**config.mk**
```make
export PLATFORM = sky130hd
export DESIGN_NAME = mmu_burst_sequencer_flat
export DESIGN_NICKNAME = d
export VERILOG_FILES = /design/src/rtl/mmu_pkg.sv /design/src/rtl/mmu_burst_sequencer_if.sv /design/src/rtl/mmu_field_decode.sv /design/src/rtl/mmu_burst_sequencer.sv /design/src/flat_wrapper.sv
export SDC_FILE = /design/constraint.sdc
export NUM_CORES = 1
export LEC_CHECK = 0
export ABC_CLOCK_PERIOD_IN_PS = 2000
export CELL_PAD_IN_SITES_DETAIL_PLACEMENT = 1
export CELL_PAD_IN_SITES_GLOBAL_PLACEMENT = 1
export CORE_MARGIN = 1.5
export CORE_UTILIZATION = 45
export CTS_CLUSTER_DIAMETER = 150
export DETAILED_ROUTE_END_ITERATION = 16
export DONT_BUFFER_PORTS = 1
export GPL_TIMING_DRIVEN = 0
export PLACE_DENSITY = 0.75
export SYNTH_ARGS = -nofsm -noshare
export SYNTH_HDL_FRONTEND = slang
export SYNTH_SLANG_ARGS = --single-unit
```
**constraint.sdc**
```tcl
create_clock -name clk -period 2 [get_ports clk]
set_input_delay 0.2 -clock clk [delete_from_list [all_inputs] [get_ports clk]]
set_output_delay 0.2 -clock clk [all_outputs]
set_load 0.005 [all_outputs]
```
**src/rtl/mmu_pkg.sv**
```systemverilog
// rtl/mmu_pkg.sv - shared types, constants and field layout for the MMU burst sequencer
package mmu_pkg;

  typedef enum logic [1:0] {
    IDLE    = 2'd0,
    ISSUE   = 2'd1,
    WAIT_RD = 2'd2
  } state_t;

  localparam logic [1:0] WRITE_REG     = 2'b10;
  localparam logic [1:0] WRITE_NONE    = 2'b00;
  localparam logic [2:0] SL_OP_DEFAULT = 3'b111;

  // Instruction fields are packed LSB-first: st, ld, reg, mem, sel, len.
  localparam int ST_POS  = 0;
  localparam int LD_POS  = 1;
  localparam int REG_POS = 2;

  function automatic int mem_pos(input int reg_aw);
    return REG_POS + reg_aw;
  endfunction

  function automatic int sel_pos(input int reg_aw, input int mem_aw);
    return mem_pos(reg_aw) + mem_aw;
  endfunction

  function automatic int len_pos(input int reg_aw, input int mem_aw, input int sel_w);
    return sel_pos(reg_aw, mem_aw) + sel_w;
  endfunction

  function automatic int used_w(input int reg_aw, input int mem_aw, input int sel_w,
                                input int burst_w);
    return len_pos(reg_aw, mem_aw, sel_w) + burst_w;
  endfunction

endpackage

```
**src/rtl/mmu_burst_sequencer_if.sv**
```systemverilog
// rtl/mmu_burst_sequencer_if.sv - issue-side and memory-side signals of the burst sequencer
interface mmu_burst_sequencer_if #(
  parameter int INSTR_W = 30,
  parameter int REG_AW  = 4,
  parameter int MEM_AW  = 4,
  parameter int SEL_W   = 4
);
  logic               in_valid;
  logic               in_ready;
  logic [INSTR_W-1:0] instruction;
  logic               invalid_instruction;
  logic               mem_req_valid;
  logic               mem_req_ready;
  logic [MEM_AW-1:0]  mem_addr;
  logic               st;
  logic               ld;
  logic               mem_rvalid;
  logic [REG_AW-1:0]  reg_addr;
  logic [SEL_W-1:0]   sl_select;
  logic [2:0]         sl_op;
  logic [1:0]         write;
  logic               busy;

  modport slave (
    input  in_valid, instruction, mem_req_ready, mem_rvalid,
    output in_ready, invalid_instruction, mem_req_valid, mem_addr, st, ld,
           reg_addr, sl_select, sl_op, write, busy
  );

  modport master (
    output in_valid, instruction, mem_req_ready, mem_rvalid,
    input  in_ready, invalid_instruction, mem_req_valid, mem_addr, st, ld,
           reg_addr, sl_select, sl_op, write, busy
  );
endinterface

```
**src/rtl/mmu_field_decode.sv**
```systemverilog
// rtl/mmu_field_decode.sv - combinational split of an instruction into load/store fields
module mmu_field_decode
  import mmu_pkg::*;
#(
  parameter int INSTR_W = 30,
  parameter int REG_AW  = 4,
  parameter int MEM_AW  = 4,
  parameter int SEL_W   = 4,
  parameter int BURST_W = 2
) (
  input  logic [INSTR_W-1:0] instruction,
  output logic               st,
  output logic               ld,
  output logic [REG_AW-1:0]  reg_f,
  output logic [MEM_AW-1:0]  mem_f,
  output logic [SEL_W-1:0]   sel_f,
  output logic [BURST_W-1:0] len_f,
  output logic               valid_op
);
  localparam int MEM_LSB = mem_pos(REG_AW);
  localparam int SEL_LSB = sel_pos(REG_AW, MEM_AW);
  localparam int LEN_LSB = len_pos(REG_AW, MEM_AW, SEL_W);
  localparam int USED_W  = used_w(REG_AW, MEM_AW, SEL_W, BURST_W);

  assign st       = instruction[ST_POS];
  assign ld       = instruction[LD_POS];
  assign reg_f    = instruction[REG_POS +: REG_AW];
  assign mem_f    = instruction[MEM_LSB +: MEM_AW];
  assign sel_f    = instruction[SEL_LSB +: SEL_W];
  assign len_f    = instruction[LEN_LSB +: BURST_W];
  assign valid_op = ld ^ st;

  // Bits above the packed fields are reserved and deliberately ignored.
  generate
    if (INSTR_W > USED_W) begin : g_spare
      logic unused_spare;
      assign unused_spare = ^instruction[INSTR_W-1:USED_W];
    end
  endgenerate

endmodule

```
**src/rtl/mmu_burst_sequencer.sv**
```systemverilog
// rtl/mmu_burst_sequencer.sv - sequential load/store burst engine between issue and data memory
module mmu_burst_sequencer
  import mmu_pkg::*;
#(
  parameter int INSTR_W = 30,
  parameter int REG_AW  = 4,
  parameter int MEM_AW  = 4,
  parameter int SEL_W   = 4,
  parameter int BURST_W = 2
) (
  input logic                  clk,
  input logic                  rst_n,
  mmu_burst_sequencer_if.slave bus
);
  state_t state_q, state_d;

  logic               st_q, ld_q, invalid_q;
  logic [REG_AW-1:0]  reg_q;
  logic [MEM_AW-1:0]  mem_q;
  logic [SEL_W-1:0]   sel_q;
  logic [BURST_W-1:0] len_q, cnt_q;

  logic               dec_st, dec_ld, dec_valid;
  logic [REG_AW-1:0]  dec_reg;
  logic [MEM_AW-1:0]  dec_mem;
  logic [SEL_W-1:0]   dec_sel;
  logic [BURST_W-1:0] dec_len;

  logic accept, beat_done, last_beat;

  mmu_field_decode #(
    .INSTR_W (INSTR_W),
    .REG_AW  (REG_AW),
    .MEM_AW  (MEM_AW),
    .SEL_W   (SEL_W),
    .BURST_W (BURST_W)
  ) u_decode (
    .instruction (bus.instruction),
    .st          (dec_st),
    .ld          (dec_ld),
    .reg_f       (dec_reg),
    .mem_f       (dec_mem),
    .sel_f       (dec_sel),
    .len_f       (dec_len),
    .valid_op    (dec_valid)
  );

  assign accept    = (state_q == IDLE) && bus.in_valid;
  assign last_beat = (cnt_q == len_q);

  // A store beat ends on the request handshake, a load beat on returned data.
  always_comb begin
    beat_done = 1'b0;
    case (state_q)
      ISSUE:   beat_done = bus.mem_req_ready && st_q;
      WAIT_RD: beat_done = bus.mem_rvalid;
      default: beat_done = 1'b0;
    endcase
  end

  always_ff @(posedge clk or negedge rst_n) begin
    if (!rst_n) begin
      state_q <= IDLE;
    end else begin
      state_q <= state_d;
    end
  end

  always_comb begin
    state_d = state_q;
    case (state_q)
      IDLE: begin
        if (bus.in_valid && dec_valid) state_d = ISSUE;
      end
      ISSUE: begin
        if (bus.mem_req_ready) begin
          if (ld_q)           state_d = WAIT_RD;
          else if (last_beat) state_d = IDLE;
          else                state_d = ISSUE;
        end
      end
      WAIT_RD: begin
        if (bus.mem_rvalid) state_d = last_beat ? IDLE : ISSUE;
      end
      default: state_d = IDLE;
    endcase
  end

  always_comb begin
    bus.in_ready      = 1'b0;
    bus.busy          = 1'b1;
    bus.mem_req_valid = 1'b0;
    bus.write         = WRITE_NONE;
    case (state_q)
      IDLE: begin
        bus.in_ready = 1'b1;
        bus.busy     = 1'b0;
      end
      ISSUE:   bus.mem_req_valid = 1'b1;
      WAIT_RD: begin
        if (bus.mem_rvalid) bus.write = WRITE_REG;
      end
      default: bus.busy = 1'b1;
    endcase
  end

  // Rejected opcodes leave the previous burst's fields visible on the outputs.
  always_ff @(posedge clk or negedge rst_n) begin
    if (!rst_n) begin
      st_q      <= 1'b0;
      ld_q      <= 1'b0;
      invalid_q <= 1'b0;
      reg_q     <= '0;
      mem_q     <= '0;
      sel_q     <= '0;
      len_q     <= '0;
      cnt_q     <= '0;
    end else begin
      invalid_q <= accept && !dec_valid;
      if (accept) begin
        cnt_q <= '0;
        if (dec_valid) begin
          st_q  <= dec_st;
          ld_q  <= dec_ld;
          reg_q <= dec_reg;
          mem_q <= dec_mem;
          sel_q <= dec_sel;
          len_q <= dec_len;
        end
      end else if (beat_done && !last_beat) begin
        cnt_q <= cnt_q + BURST_W'(1);
        mem_q <= mem_q + MEM_AW'(1);
        reg_q <= reg_q + REG_AW'(1);
      end
    end
  end

  assign bus.invalid_instruction = invalid_q;
  assign bus.mem_addr            = mem_q;
  assign bus.reg_addr            = reg_q;
  assign bus.st                  = st_q;
  assign bus.ld                  = ld_q;
  assign bus.sl_select           = sel_q;
  assign bus.sl_op               = SL_OP_DEFAULT;

endmodule

```
**src/flat_wrapper.sv**
```systemverilog
// flat-port wrapper written by rule: the top's interface ports become plain ports
module mmu_burst_sequencer_flat import mmu_pkg::*;
#(
  parameter int INSTR_W = 30,
  parameter int REG_AW  = 4,
  parameter int MEM_AW  = 4,
  parameter int SEL_W   = 4,
  parameter int BURST_W = 2
)
  (clk, rst_n, bus_in_valid, bus_instruction, bus_mem_req_ready, bus_mem_rvalid, bus_in_ready, bus_invalid_instruction, bus_mem_req_valid, bus_mem_addr, bus_st, bus_ld, bus_reg_addr, bus_sl_select, bus_sl_op, bus_write, bus_busy);
  mmu_burst_sequencer_if #(.INSTR_W(INSTR_W), .REG_AW(REG_AW), .MEM_AW(MEM_AW), .SEL_W(SEL_W)) bus_i ();
  input logic clk;
  input logic rst_n;
  input wire logic [$bits(bus_i.in_valid)-1:0] bus_in_valid;
  input wire logic [$bits(bus_i.instruction)-1:0] bus_instruction;
  input wire logic [$bits(bus_i.mem_req_ready)-1:0] bus_mem_req_ready;
  input wire logic [$bits(bus_i.mem_rvalid)-1:0] bus_mem_rvalid;
  output wire logic [$bits(bus_i.in_ready)-1:0] bus_in_ready;
  output wire logic [$bits(bus_i.invalid_instruction)-1:0] bus_invalid_instruction;
  output wire logic [$bits(bus_i.mem_req_valid)-1:0] bus_mem_req_valid;
  output wire logic [$bits(bus_i.mem_addr)-1:0] bus_mem_addr;
  output wire logic [$bits(bus_i.st)-1:0] bus_st;
  output wire logic [$bits(bus_i.ld)-1:0] bus_ld;
  output wire logic [$bits(bus_i.reg_addr)-1:0] bus_reg_addr;
  output wire logic [$bits(bus_i.sl_select)-1:0] bus_sl_select;
  output wire logic [$bits(bus_i.sl_op)-1:0] bus_sl_op;
  output wire logic [$bits(bus_i.write)-1:0] bus_write;
  output wire logic [$bits(bus_i.busy)-1:0] bus_busy;
  assign bus_i.in_valid = bus_in_valid;
  assign bus_i.instruction = bus_instruction;
  assign bus_i.mem_req_ready = bus_mem_req_ready;
  assign bus_i.mem_rvalid = bus_mem_rvalid;
  assign bus_in_ready = bus_i.in_ready;
  assign bus_invalid_instruction = bus_i.invalid_instruction;
  assign bus_mem_req_valid = bus_i.mem_req_valid;
  assign bus_mem_addr = bus_i.mem_addr;
  assign bus_st = bus_i.st;
  assign bus_ld = bus_i.ld;
  assign bus_reg_addr = bus_i.reg_addr;
  assign bus_sl_select = bus_i.sl_select;
  assign bus_sl_op = bus_i.sl_op;
  assign bus_write = bus_i.write;
  assign bus_busy = bus_i.busy;
  mmu_burst_sequencer #(.INSTR_W(INSTR_W), .REG_AW(REG_AW), .MEM_AW(MEM_AW), .SEL_W(SEL_W), .BURST_W(BURST_W)) u_core (.clk(clk), .rst_n(rst_n), .bus(bus_i));
endmodule
```
==> results.json, run 1 <==
{
  "status": "finished clean",
  "wire_per_inst_um": 18.0,
  "vias_per_cell": 5.89,
  "drt-total-wl_um": 2680,
  "initial_core_util_pct": 48.1,
  "path_clk_slew_ps": 110,
  "synth_top_area_cell": "dfrtp_1",
  "relSlewSlack_pct": 33.4,
  "cp.arrival_ps": 2030,
  "rsz0062_at_grt": "false",
  "finClkSkew_ps": 2.97,
  "ys_seq_elements": 21,
  "grt_pass1_vias": 895,
  "io_buffers": 0,
  "syn2layout_area_growth_pct": 7.80,
  "fillers": 293,
  "synth-simple-area-share_pct": 13.8,
  "synth-compound-area-share_pct": 17.7,
  "cp-startpoint": "u_core.state_q[1]$_DFFE_PN0P_",
  "combPwrFrac_pct": 41.5,
  "worstHoldStart": "bus_instruction[13]",
  "drc": 0,
  "ant_nets": 0,
  "maxCapViolations": 0,
  "cts.htree.levels": 1,
  "synth-adder-area-share_pct": 6.24,
  "dieArea_sq_um": 2990,
  "drtPass1Iterations": 3,
  "grt_max_degree": 22,
  "fmax_ghz": 0.547,
  "cts_root_buf": "clkbuf_4",
  "syn_inst": 111,
  "reg2reg_from": "u_core.state_q[1]$_DFFE_PN0P_",
  "setup_viol": 0,
  "antenna-diode-count": 0,
  "synth_cell_types": 40,
  "core_area_sq_um": 2500,
  "syn_area_per_cell_sq_um": 10.8,
  "clock_latency_ps": 300,
  "place_congestion": 0.772,
  "grt-ovfl-total": 0,
  "cts_tree": "built",
  "drt_iter0_markers": 1,
  "crit_type": "flip-flop to flip-flop",
  "fin_nets": 161,
  "dp_hpwl_um": 2050,
  "synth-xor-area-share_pct": 3.53,
  "leakagePower_uw": 0.000573,
  "die_h_um": 54.7,
  "grt_pass1_wl_um": 3910,
  "cts_made_buffers": 3,
  "rows": 18,
  "finalHoldViolations": 0,
  "yosys.area.top_type_share_pct": 43.7,
  "dieWidth_um": 54.7,
  "synthTopCellsByArea": "dfrtp_1, ha_1, mux2_2, buf_4, o22ai_1",
  "syn_area_sq_um": 1200,
  "dp.cells": 143,
  "seqPwrFrac_pct": 46.6,
  "post_cts_buffers": 0,
  "yosys-mux-area-fraction_pct": 7.38,
  "worstHoldPathType": "primary input to flip-flop",
  "synth_top_family_by_area": "compound AO/OA/AOI/OAI gates",
  "route.vias.total": 877,
  "io_pins": 58,
  "p_sw_uw": 689,
  "slew_violations": 0,
  "yosys_warnings": 0,
  "final_cells": 149,
  "worst_pin_slew_ps": 996,
  "post-route-period-util_pct": 91.5,
  "ys_seq_area_share_pct": 43.7,
  "finalSetupTns_ps": 0,
  "p_per_area_nw_per_um2": 1300,
  "cts.sinks": 21,
  "end_kind": "flip-flop",
  "clockBufferDepth": 2,
  "grt_use_total_pct": 18.9,
  "antenna_found_initial": 0,
  "crit_required_ps": 2200,
  "drive_gt1_share_pct": 23.5,
  "worst_ir_drop_vdd_v": 0.000628,
  "p_clk_share_pct": 12.0,
  "setup.worst_path.start_class": "flip-flop",
  "worstPathMaxFanout": 9,
  "p_int_uw": 998,
  "swShare_pct": 40.8,
  "finalCriticalPeriod_ps": 1830
}
layout make-up:
class	instances	area, sq um	share of cell area (%)
multi-input combinational	75	603	46.5
sequential	21	526	40.5
buffer	8	51.3	3.95
tap	30	37.5	2.89
inverter	9	33.8	2.60
clock buffer	4	26.3	2.03
timing repair buffer	2	20.0	1.54
cell usage after synthesis:
cell type,number
a211oi_1,2
clkbuf_1,1
buf_2,2
nor2b_1,1
and2_1,2
ha_1,6
and3_1,2
buf_4,5
mux2_1,1
xor2_2,1
nor3_2,2
a21oi_2,1
a32o_1,1
o22ai_1,5
o211a_1,1
a211oi_2,2
and4_1,2
nand3b_1,1
o21ai_1,1
dfrtp_1,21
or3_1,1
conb_1,2
nand3_1,2
o221a_1,2
inv_1,8
inv_2,1
a21oi_1,6
nor2_1,4
o32ai_1,2
xnor2_1,1
o211ai_2,1
xor2_1,2
o21ai_0,2
a221oi_2,1
nor3b_2,2
mux2_2,6
mux2i_1,1
or2_1,1
nand4_1,2
nand2_1,4
layer usage:
| metal | up-vias | part of all wire [%] | GRT usage (%) |
|---|---|---|---|
| li1 | 408 | - | - |
| met1 | 433 | 42 | 22.4 |
| met2 | 34 | 50 | 31.7 |
| met3 | 2 | 7.6 | 6.28 |
| met4 | 0 | 0.71 | 6.25 |
| met5 | - | 0 | 0 |
placed cells by master, fill, tap and decap left out, types with 3 or more instances in the layout:
cell	n
ha_1	6
inv_1	8
conb_1	4
nand2_1	3
dfrtp_1	21
nor2_1	4
o22ai_1	5
clkbuf_4	3
buf_4	5
mux2_2	6
a21oi_1	6
critical path, stage by stage, from the launching register on:
cell,delay [ps]
dfrtp_1,420
inv_1,110
ha_1,270
nand2_2,180
or2_1,260
buf_2,170
inv_2,70
a21oi_2,40
o221a_1,230
state kept, by name, summed over array words and instances, names as in the netlist:
name and cells:
u_core.bus.invalid_instruction 1, u_core.bus.ld 1, u_core.bus.mem_addr 4, u_core.bus.reg_addr 4
u_core.bus.sl_select 4, u_core.bus.st 1, u_core.cnt_q 2, u_core.len_q 2
u_core.state_q 2
power by group through the flow:
stage	Clock, uW	Combinational, uW	Sequential (uW)
2_1_floorplan	0	564	745
3_3_place_gp	0	650	788
3_5_place_dp	0	691	801
4_1_cts	215	705	790
5_1_grt	231	781	819
6_report	202	699	786
metrics by stage:
stage / power, uW / hold WS [ps] / util (%) / setup WS (ps) / area [sq um]
after global placement: 1440 / -95.1 / 49.9 / 151 / 1250
after global routing: 1830 / 15.9 / 51.9 / 15.6 / 1300
final: 1690 / 41.3 / 51.9 / 170 / 1300
after floorplan: 1310 / -95.6 / - / 366 / 1210
after detailed placement: 1490 / -95.0 / 49.9 / 82.2 / 1250
after CTS: 1710 / 26.8 / 51.8 / 67.2 / 1290
timing repair:
item / 4_1_cts / 5_1_grt
endpoints found under the setup margin: 0 / 2
hold endpoints to repair: 22 / 0
hold buffers: 2 / 0
gates resized for setup: 0 / 1
logic make-up after synthesis:
logic type,after synthesis
muxes,8
other,2
DFF,21
AOI/OAI and AO/OA,27
xor gates and xnor gates,4
and+or+nand+nor,26
adders and majority gates,6
buffers and inverters,17
final timing paths:
path	slack (ps)	depth (start not counted)	end
setup / recovery	170	8	u_core.bus.mem_addr[0]$_DFFE_PN0P_
hold / removal	40	1	u_core.bus.sl_select[3]$_DFFE_PN0P_
setup reg to reg	170	8	u_core.bus.mem_addr[0]$_DFFE_PN0P_
hold reg to reg	540	1	u_core.len_q[1]$_DFFE_PN0P_
max in group asynchronous	900	1	u_core.bus.sl_select[3]$_DFFE_PN0P_
min in group asynchronous	500	1	u_core.bus.ld$_DFFE_PN0P_
Note: power is estimated with default switching activity, not from simulation.
==> inputs of run 2 (changes only) <==
==> constraint.sdc (replaced) <==
create_clock -name clk -period 2 [get_ports clk]
set_input_delay 0.2 -clock clk [delete_from_list [all_inputs] [get_ports clk]]
set_output_delay 0.2 -clock clk [all_outputs]
set_load 0.01 [all_outputs]
==> results of run 2 <==
Same layout as run 1 (identical final DEF). Status: finished clean.
Main changes from that run: setup slack after placement 82.2 ps -> 30.6 ps; setup slack after layout 170 ps -> 118 ps; register-to-register setup slack 170 ps -> 120 ps; total power 1690 uW -> 1750 uW; worst IR drop on VDD 0.000628 V -> 0.000660 V
